**config.mk**
```make
export PLATFORM = sky130hd
export DESIGN_NAME = axilite_wr_arbiter
export DESIGN_NICKNAME = d
export VERILOG_FILES = /design/src/rtl/axilite_arb_pkg.sv /design/src/rtl/rr_arbiter.sv /design/src/rtl/axilite_wr_arbiter.sv
export SDC_FILE = /design/constraint.sdc
export NUM_CORES = 1
export LEC_CHECK = 0
export CORE_AREA = 2 2 157 159
export DETAILED_ROUTE_END_ITERATION = 8
export DIE_AREA = 0 0 159 161
export GPL_ROUTABILITY_DRIVEN = 0
export PLACE_DENSITY = 0.43
export SETUP_SLACK_MARGIN = 0.4
export SLEW_MARGIN = 25
export SYNTH_ARGS = -nofsm -noshare
export SYNTH_HDL_FRONTEND = slang
export SYNTH_SLANG_ARGS = --single-unit
```
**constraint.sdc**
```tcl
create_clock -name clk -period 2.8 [get_ports clk]
set_clock_uncertainty 0.1 [all_clocks]
set_input_delay 0.56 -clock clk [delete_from_list [all_inputs] [get_ports clk]]
set_output_delay 0.56 -clock clk [all_outputs]
set_load 0.01 [all_outputs]
```
**src/rtl/axilite_arb_pkg.sv**
```systemverilog
// Shared definitions for the AXI-Lite write-channel arbiter: FSM encoding and response codes.
package axilite_arb_pkg;

  typedef enum logic [1:0] {
    StIdle = 2'd0,
    StXfer = 2'd1,
    StResp = 2'd2
  } arb_state_e;

  localparam int unsigned RespWidth = 2;

  localparam logic [RespWidth-1:0] RespOkay   = 2'b00;
  localparam logic [RespWidth-1:0] RespSlverr = 2'b10;

endpackage

```
**src/rtl/rr_arbiter.sv**
```systemverilog
// Combinational round-robin pick: first asserted request scanning upward from ptr+1 (mod NUM_REQ).
module rr_arbiter #(
  parameter int unsigned NUM_REQ = 2
) (
  input  logic [NUM_REQ-1:0]         req,
  input  logic [$clog2(NUM_REQ)-1:0] ptr,
  output logic [NUM_REQ-1:0]         gnt,
  output logic [$clog2(NUM_REQ)-1:0] gnt_idx
);

  localparam int unsigned IdxWidth = $clog2(NUM_REQ);

  logic        found;
  int unsigned cand;

  always_comb begin
    gnt     = '0;
    gnt_idx = '0;
    found   = 1'b0;
    cand    = 0;
    for (int unsigned k = 0; k < NUM_REQ; k++) begin
      cand = (32'(ptr) + 32'd1 + k) % NUM_REQ;
      if (!found && req[cand]) begin
        found     = 1'b1;
        gnt[cand] = 1'b1;
        gnt_idx   = IdxWidth'(cand);
      end
    end
  end

endmodule

```
**src/rtl/axilite_wr_arbiter.sv**
```systemverilog
// Round-robin sharing of one AXI-Lite write port (AW/W/B) among NUM_REQ requesters,
// one outstanding transaction at a time, with the B response routed to the granted requester.
module axilite_wr_arbiter
  import axilite_arb_pkg::*;
#(
  parameter int unsigned NUM_REQ            = 2,
  parameter int unsigned AXILITE_ADDR_WIDTH = 64,
  parameter int unsigned AXILITE_DATA_WIDTH = 64
) (
  input  logic                                  clk,
  input  logic                                  rst_n,
  input  logic [NUM_REQ*AXILITE_ADDR_WIDTH-1:0] s_axi_awaddr,
  input  logic [NUM_REQ-1:0]                    s_axi_awvalid,
  output logic [NUM_REQ-1:0]                    s_axi_awready,
  input  logic [NUM_REQ*AXILITE_DATA_WIDTH-1:0] s_axi_wdata,
  input  logic [NUM_REQ-1:0]                    s_axi_wvalid,
  output logic [NUM_REQ-1:0]                    s_axi_wready,
  output logic [RespWidth-1:0]                  s_axi_bresp,
  output logic [NUM_REQ-1:0]                    s_axi_bvalid,
  input  logic [NUM_REQ-1:0]                    s_axi_bready,
  output logic [AXILITE_ADDR_WIDTH-1:0]         m_axi_awaddr,
  output logic                                  m_axi_awvalid,
  input  logic                                  m_axi_awready,
  output logic [AXILITE_DATA_WIDTH-1:0]         m_axi_wdata,
  output logic                                  m_axi_wvalid,
  input  logic                                  m_axi_wready,
  input  logic [RespWidth-1:0]                  m_axi_bresp,
  input  logic                                  m_axi_bvalid,
  output logic                                  m_axi_bready
);

  localparam int unsigned GntWidth = $clog2(NUM_REQ);
  localparam int unsigned AW       = AXILITE_ADDR_WIDTH;
  localparam int unsigned DW       = AXILITE_DATA_WIDTH;

  arb_state_e          state_q, state_d;
  logic [GntWidth-1:0] grant_q, grant_d;
  logic [GntWidth-1:0] last_q, last_d;
  logic                aw_done_q, aw_done_d;
  logic                w_done_q, w_done_d;

  logic [NUM_REQ-1:0]  arb_gnt;
  logic [GntWidth-1:0] arb_idx;
  logic [AW-1:0]       sel_awaddr;
  logic [DW-1:0]       sel_wdata;
  logic                aw_fire, w_fire;

  // Only awvalid qualifies a requester; its W beat is expected to follow on the same grant.
  rr_arbiter #(
    .NUM_REQ (NUM_REQ)
  ) u_rr_arbiter (
    .req     (s_axi_awvalid),
    .ptr     (last_q),
    .gnt     (arb_gnt),
    .gnt_idx (arb_idx)
  );

  assign sel_awaddr = s_axi_awaddr[32'(grant_q)*AW +: AW];
  assign sel_wdata  = s_axi_wdata[32'(grant_q)*DW +: DW];

  always_comb begin
    state_d       = state_q;
    grant_d       = grant_q;
    last_d        = last_q;
    aw_done_d     = aw_done_q;
    w_done_d      = w_done_q;
    aw_fire       = 1'b0;
    w_fire        = 1'b0;
    s_axi_awready = '0;
    s_axi_wready  = '0;
    s_axi_bvalid  = '0;
    s_axi_bresp   = RespOkay;
    m_axi_awaddr  = '0;
    m_axi_awvalid = 1'b0;
    m_axi_wdata   = '0;
    m_axi_wvalid  = 1'b0;
    m_axi_bready  = 1'b0;

    unique case (state_q)
      StIdle: begin
        if (|arb_gnt) begin
          grant_d   = arb_idx;
          aw_done_d = 1'b0;
          w_done_d  = 1'b0;
          state_d   = StXfer;
        end
      end

      StXfer: begin
        m_axi_awaddr           = sel_awaddr;
        m_axi_awvalid          = s_axi_awvalid[grant_q] & ~aw_done_q;
        s_axi_awready[grant_q] = m_axi_awready & ~aw_done_q;
        m_axi_wdata            = sel_wdata;
        m_axi_wvalid           = s_axi_wvalid[grant_q] & ~w_done_q;
        s_axi_wready[grant_q]  = m_axi_wready & ~w_done_q;

        aw_fire   = s_axi_awvalid[grant_q] & ~aw_done_q & m_axi_awready;
        w_fire    = s_axi_wvalid[grant_q] & ~w_done_q & m_axi_wready;
        aw_done_d = aw_done_q | aw_fire;
        w_done_d  = w_done_q | w_fire;
        if (aw_done_d && w_done_d) begin
          state_d = StResp;
        end
      end

      StResp: begin
        m_axi_bready          = s_axi_bready[grant_q];
        s_axi_bvalid[grant_q] = m_axi_bvalid;
        // Keep the shared bresp quiet unless a response is actually being presented.
        if (m_axi_bvalid) begin
          s_axi_bresp = m_axi_bresp;
        end
        if (m_axi_bvalid && s_axi_bready[grant_q]) begin
          last_d  = grant_q;
          state_d = StIdle;
        end
      end

      default: state_d = StIdle;
    endcase
  end

  always_ff @(posedge clk or negedge rst_n) begin
    if (!rst_n) begin
      state_q   <= StIdle;
      grant_q   <= '0;
      last_q    <= GntWidth'(NUM_REQ - 1);
      aw_done_q <= 1'b0;
      w_done_q  <= 1'b0;
    end else begin
      state_q   <= state_d;
      grant_q   <= grant_d;
      last_q    <= last_d;
      aw_done_q <= aw_done_d;
      w_done_q  <= w_done_d;
    end
  end

endmodule
```
==> flow_summary.toml, run 1 <==
[routing]
drt_iter0_drc = 114
wl_mm = 16.8
drc = 0
route.vias.total = 3897
wl_per_cell_microns = 15.6
dr.pass1.iters = 4
postRouteAntennaNets = 0
routed_via_density = 3.63

[power_and_ir_drop]
swShare_pct = 45.6
peakVddDrop_mv = 0.335
p_int_mw = 2.84
leakage_nw = 3.68
switchingPower_mw = 2.38
power.total_mw = 5.22
pwr-share-seq_pct = 3.8
p_clk_share_pct = 4.5
power_frac_comb_pct = 91.7
p_per_area_mw_per_mm2 = 733

[grt]
grt_pass1_vias = 3900
track_usage_pct = 12.0
grt_max_degree = 47
grt_pass1_wl_mm = 24.4
grt_overflow_total = 0
antenna_found_initial = 0

[place]
dp.final_hpwl_mm = 13.9
port_buffers = 407
dpl_worst_slack_ns = 0.148

[logic_synthesis]
yosysSeqAreaShare_pct = 6.11
ys_ff_latch = 6
yosysWarnings = 0
synth_top_area_share_pct = 52.1
yosys_most_used_dff = "dfrtp_1"
synth_largest_area_cell = "mux2i_1"
syn_area_per_cell_sq_um = 7.42
async_reset_ff_share_pct = 100
synth_edf_count = 0
syn_nets = 603
ys_types = 26
synth.area.top_cells = "mux2i_1 52%, nor2_1 20%, buf_6 6.4%"
syn-cell-area_sq_mm = 0.00248
postSynthCellCount = 334

[floorplan]
rows = 57
fp.dieH_microns = 161
die-area_sq_mm = 0.0256
start_util_pct = 10.3
die_w_microns = 159
io_pins = 408
core_area_sq_mm = 0.0240

[clock_tree]
h-tree-depth = 1
cts_root_buf = "clkbuf_16"
cts_tree = "done"
clock_path_buffers = 2
numClockSinks = 6
path_clk_slew_ns = 0.03
cts_made_buffers = 3
clock_latency_ns = 0.23
ctsHoldBuffers = 0

[cells_and_area]
diodes = 0
layout-drive-gt1-share_pct = 7.08
synthToLayoutAreaGrowth_pct = 188
nNetsFinal = 1019

[timing]
relSlewSlack_pct = 81.4
finalSetupViolCount = 0
final-hold-violation-count = 0
rsz0062_at_grt = "true"
drv_slew = 0
fmax_ghz = 0.418
worstMarginPinSlew_ns = 0.272
tns_ns = 0
fin_ws_ns = 0.408
fin_crit_ns = 2.39
period_share_pct = 85.4

[critical_path]
required_ns = 2.14
cp_max_fo = 15
end_kind = "output port"
arrival_ns = 1.73
path_class = "flip-flop to output port"
critPathLaunchType = "flip-flop"

[run]
cap_violations = 0

[run_status]
status = "complete, no violations"

[hold_path]
hp-class = "flip-flop to flip-flop"
-- metal layers --
| metal | up-vias | GRT usage (%) | wire length, microns |
|---|---|---|---|
| met5 | - | 0 | 0 |
| met4 | 0 | 1.16 | 121 |
| met3 | 8 | 2.82 | 1180 |
| met2 | 195 | 22.3 | 8650 |
| met1 | 1730 | 14.4 | 6840 |
| li1 | 1964 | - | - |
-- what timing repair did --
item,4_1_cts,5_1_grt
setup endpoints to repair,138,56
cloned,0,2
gates resized for setup,108,41
setup buffers,3,3
pin swaps,0,1
-- flip-flops by register name (all words and copies together) (netlist names) --
signal     count
aw_done_q      1
last_q         1
state_q        2
w_done_q       1
grant_q        1
-- area by class of cell --
cell class,count,area [sq um]
multi-input combinational,295,2060
fill,2624,16800
clock buffer,4,78.8
inverter,2,7.51
sequential,6,156
tap,324,405
timing repair buffer,442,4420
-- synthesized netlist by cell type, types with 2 or more instances --
| cell | n |
|---|---|
| a21oi_1 | 2 |
| nor4b_2 | 2 |
| nand2_1 | 4 |
| buf_6 | 14 |
| mux2i_1 | 129 |
| and3_1 | 2 |
| a31oi_1 | 2 |
| buf_2 | 5 |
| nor2_1 | 134 |
| and2_1 | 5 |
| mux2_4 | 2 |
| nor2b_1 | 2 |
| buf_4 | 12 |
| dfrtp_1 | 5 |
| inv_1 | 2 |
| a21oi_2 | 2 |
-- worst max-delay path: stages (launching register included) --
cell and delay [ns]:
dfrtp_4 0.52, buf_4 0.17, clkbuf_16 0.19, mux2i_1 0.27
nor2_1 0.07, dlygate4sd2_1 0.29
-- path summary, 6_finish.rpt --
| kind | cells after the start | end | slack, ns | from |
|---|---|---|---|---|
| max | 5 | m_axi_awaddr[61] | 0.41 | grant_q$_DFFE_PN0P_ |
| min | 1 | last_q$_DFFE_PN1P_ | 0.47 | last_q$_DFFE_PN1P_ |
| max reg2reg | 4 | state_q[0]$_DFFE_PN0P_ | 1.25 | grant_q$_DFFE_PN0P_ |
| min reg2reg | 1 | last_q$_DFFE_PN1P_ | 0.47 | last_q$_DFFE_PN1P_ |
| max in group asynchronous | 1 | last_q$_DFFE_PN1P_ | 1.85 | rst_n |
| min in group asynchronous | 1 | w_done_q$_DFFE_PN0P_ | 0.48 | rst_n |
-- per-stage QoR --
stage / instances / utilization [%] / area, sq um / hold slack (ns)
after CTS: 1068 / 29.1 / 6980 / 0.471
final: 1073 / 29.7 / 7130 / 0.472
after global placement: 1061 / 29.2 / 7000 / 0.473
after detailed placement: 1061 / 29.2 / 7000 / 0.471
after floorplan: 334 / - / 2480 / 0.164
after global routing: 1073 / 29.7 / 7130 / 0.491
-- cell families after synthesis --
kind of cell    synth area share [%]
flops                           6.11
mux                             53.3
simple gates                    25.2
buf+inv                         11.3
compound gates                  4.04
-- power groups by stage --
stage	registers [mW]	logic, mW	clock network [mW]
after floorplan	0.156	2.59	0
after global placement	0.225	5.26	0
after detailed placement	0.217	5.22	0
after CTS	0.195	4.82	0.238
after global routing	0.208	5.19	0.246
final	0.198	4.79	0.235
-- cells in the final DEF (no fill, tap or decap), drive strengths merged --
cell             n
and3b            1
o21bai           1
and2             5
o311a            1
and3             2
o32ai            1
clkbuf           9
mux2i          129
nand2b           1
nand2            4
or3              1
dfstp            1
buf             33
inv              2
a21oi            4
a21o             1
nor4b            2
nor2b            2
a22o             1
dlymetal6s2s    35
a31oi            2
a32o             1
dlygate4sd2    102
mux2             2
dfrtp            5
clkdlybuf4s50  267
nor2           134
No activity file was read; power rests on OpenSTA's default activity.
==> run 2, diff against run 1 <==
SLEW_MARGIN = 15   (was 25)
==> results of run 2 <==
Same layout as run 1: the final DEF is identical, and so are final timing and power.
==> run 3, diff against run 2 <==
CAP_MARGIN = 20   (was not set)
CELL_PAD_IN_SITES_DETAIL_PLACEMENT = 2   (was not set)
CELL_PAD_IN_SITES_GLOBAL_PLACEMENT = 2   (was not set)
CORE_AREA = not set   (was 2 2 157 159)
CORE_ASPECT_RATIO = 0.75   (was not set)
CORE_MARGIN = 1.5   (was not set)
CORE_UTILIZATION = 10   (was not set)
DIE_AREA = not set   (was 0 0 159 161)
PLACE_DENSITY = 0.89   (was 0.43)
==> flow_summary.toml, run 3 (synthesis gave the netlist of run 1 again) <==
[run_status]
status = "complete, no violations"

[timing]
final-hold-violation-count = 0
tns_ns = 0
period_share_pct = 87.5
drv_slew = 0
finalSetupViolCount = 0
relSlewSlack_pct = 77.4
fmax_ghz = 0.408
worstMarginPinSlew_ns = 0.337
fin_crit_ns = 2.45
rsz0062_at_grt = "true"

[clock_tree]
h-tree-depth = 1
numClockSinks = 6
path_clk_slew_ns = 0.04
ctsHoldBuffers = 0
cts_made_buffers = 3
clock_path_buffers = 2
clock_latency_ns = 0.23
cts_tree = "done"
cts_root_buf = "clkbuf_16"

[critical_path]
arrival_ns = 1.79
end_kind = "output port"
critPathLaunchType = "input port"
path_class = "input port to output port"
required_ns = 2.14
reg2reg_from = "grant_q$_DFFE_PN0P_"
cp_max_fo = 1
startpoint = "s_axi_awaddr[84]"

[grt]
grt_pass1_vias = 4556
antenna_found_initial = 0
track_usage_pct = 13.1
grt_overflow_total = 0
grt_max_degree = 64
grt_pass1_wl_mm = 26.1

[routing]
postRouteAntennaNets = 0
routed_via_density = 3.85
wl_mm = 18.5
wl_per_cell_microns = 17.2
drt_iter0_drc = 49
route.vias.total = 4143
dr.pass1.iters = 4
drc = 0

[run]
cap_violations = 0

[place]
port_buffers = 407
place_area_sq_mm = 0.00690
dp.final_hpwl_mm = 15.3

[power_and_ir_drop]
p_per_area_mw_per_mm2 = 754
switchingPower_mw = 2.50
swShare_pct = 46.0
pwr-share-seq_pct = 3.7
p_clk_share_pct = 4.5
power.total_mw = 5.43
p_int_mw = 2.94
peakVddDrop_mv = 0.332
power_frac_comb_pct = 91.8
leakage_nw = 3.90

[floorplan]
die-area_sq_mm = 0.0257
rows = 49
start_util_pct = 10.3
die_w_microns = 185
core_area_sq_mm = 0.0242
fp.dieH_microns = 139
io_pins = 408

[cells_and_area]
largest_reg_flops = 2
synthToLayoutAreaGrowth_pct = 191
regMostFlops = "state_q"
final_cell_mix = "268 x clkdlybuf4s50_1, 133 x nor2_1, 123 x mux2i_1"
layout_commonest_cell = "clkdlybuf4s50_1"
post-route-cell-area_sq_mm = 0.00721
nNetsFinal = 1014
layout-drive-gt1-share_pct = 9.14
diodes = 0

[hold_path]
holdCritStartpoint = "last_q$_DFFE_PN1P_"
hp-class = "flip-flop to flip-flop"
run 3: cell count changes in the layout (fill, tap and decap cells not counted), moves of 6 or more:
cell	delta
buf_4	-6
clkbuf_2	+13
dlygate4sd2_1	-38
dlymetal6s2s_1	+24
mux2i_1	-6
mux2i_2	+6
run 3: timing repair:
item                                    CTS  global route
resized for setup                        88            98
gates cloned                              2             1
pin swaps                                 1             1
endpoints found under the setup margin  139            80
buffers inserted                          9             2
run 3: worst max-delay path, cell delays in order:
cell,delay (ns)
clkdlybuf4s50_1,0.46
mux2i_1,0.11
nor2_1,0.11
clkdlybuf4s50_1,0.56
run 3: power by group through the flow:
stage | Sequential (mW) | Clock, mW | Combinational [mW]
floorplan | 0.156 | 0 | 2.59
global placement | 0.219 | 0 | 5.02
detailed placement | 0.218 | 0 | 5.13
CTS | 0.202 | 0.250 | 5.09
global route | 0.207 | 0.257 | 5.39
finish | 0.199 | 0.246 | 4.99
run 3: final cells by class:
cell class | instances | area (sq um)
Sequential cell | 6 | 156
Fill cell | 2822 | 16900
Inverter | 2 | 7.51
Timing Repair Buffer | 437 | 4470
Clock buffer | 4 | 78.8
Multi-Input combinational cell | 295 | 2080
Tap cell | 331 | 414
run 3: layer usage:
layer / up-vias / share of wire, % / track usage, %
met1: 1991 / 39 / 14.7
met3: 13 / 7.1 / 2.75
met2: 184 / 53 / 25.3
li1: 1955 / - / -
met5: - / 0 / 0
met4: 0 / 0.84 / 2.14
run 3: per-stage QoR:
| step | worst slack, ns | utilization, % | hold slack, ns | cells |
|---|---|---|---|---|
| 2_1_floorplan | 0.988 | - | 0.164 | 334 |
| 3_3_place_gp | 0.160 | 28.6 | 0.456 | 1057 |
| 3_5_place_dp | 0.116 | 28.6 | 0.469 | 1057 |
| 4_1_cts | 0.166 | 29.2 | 0.474 | 1072 |
| 5_1_grt | 0.276 | 29.8 | 0.487 | 1075 |
| 6_report | 0.349 | 29.8 | 0.469 | 1075 |
run 3: final timing paths:
check	end	slack, ns	depth (start not counted)
setup / recovery	m_axi_awaddr[20]	0.35	4
hold reg to reg	last_q$_DFFE_PN1P_	0.47	1
min in group asynchronous	state_q[1]$_DFFE_PN0P_	0.50	1
max in group asynchronous	last_q$_DFFE_PN1P_	1.81	1
hold / removal	last_q$_DFFE_PN1P_	0.47	1
setup reg to reg	w_done_q$_DFFE_PN0P_	1.11	4
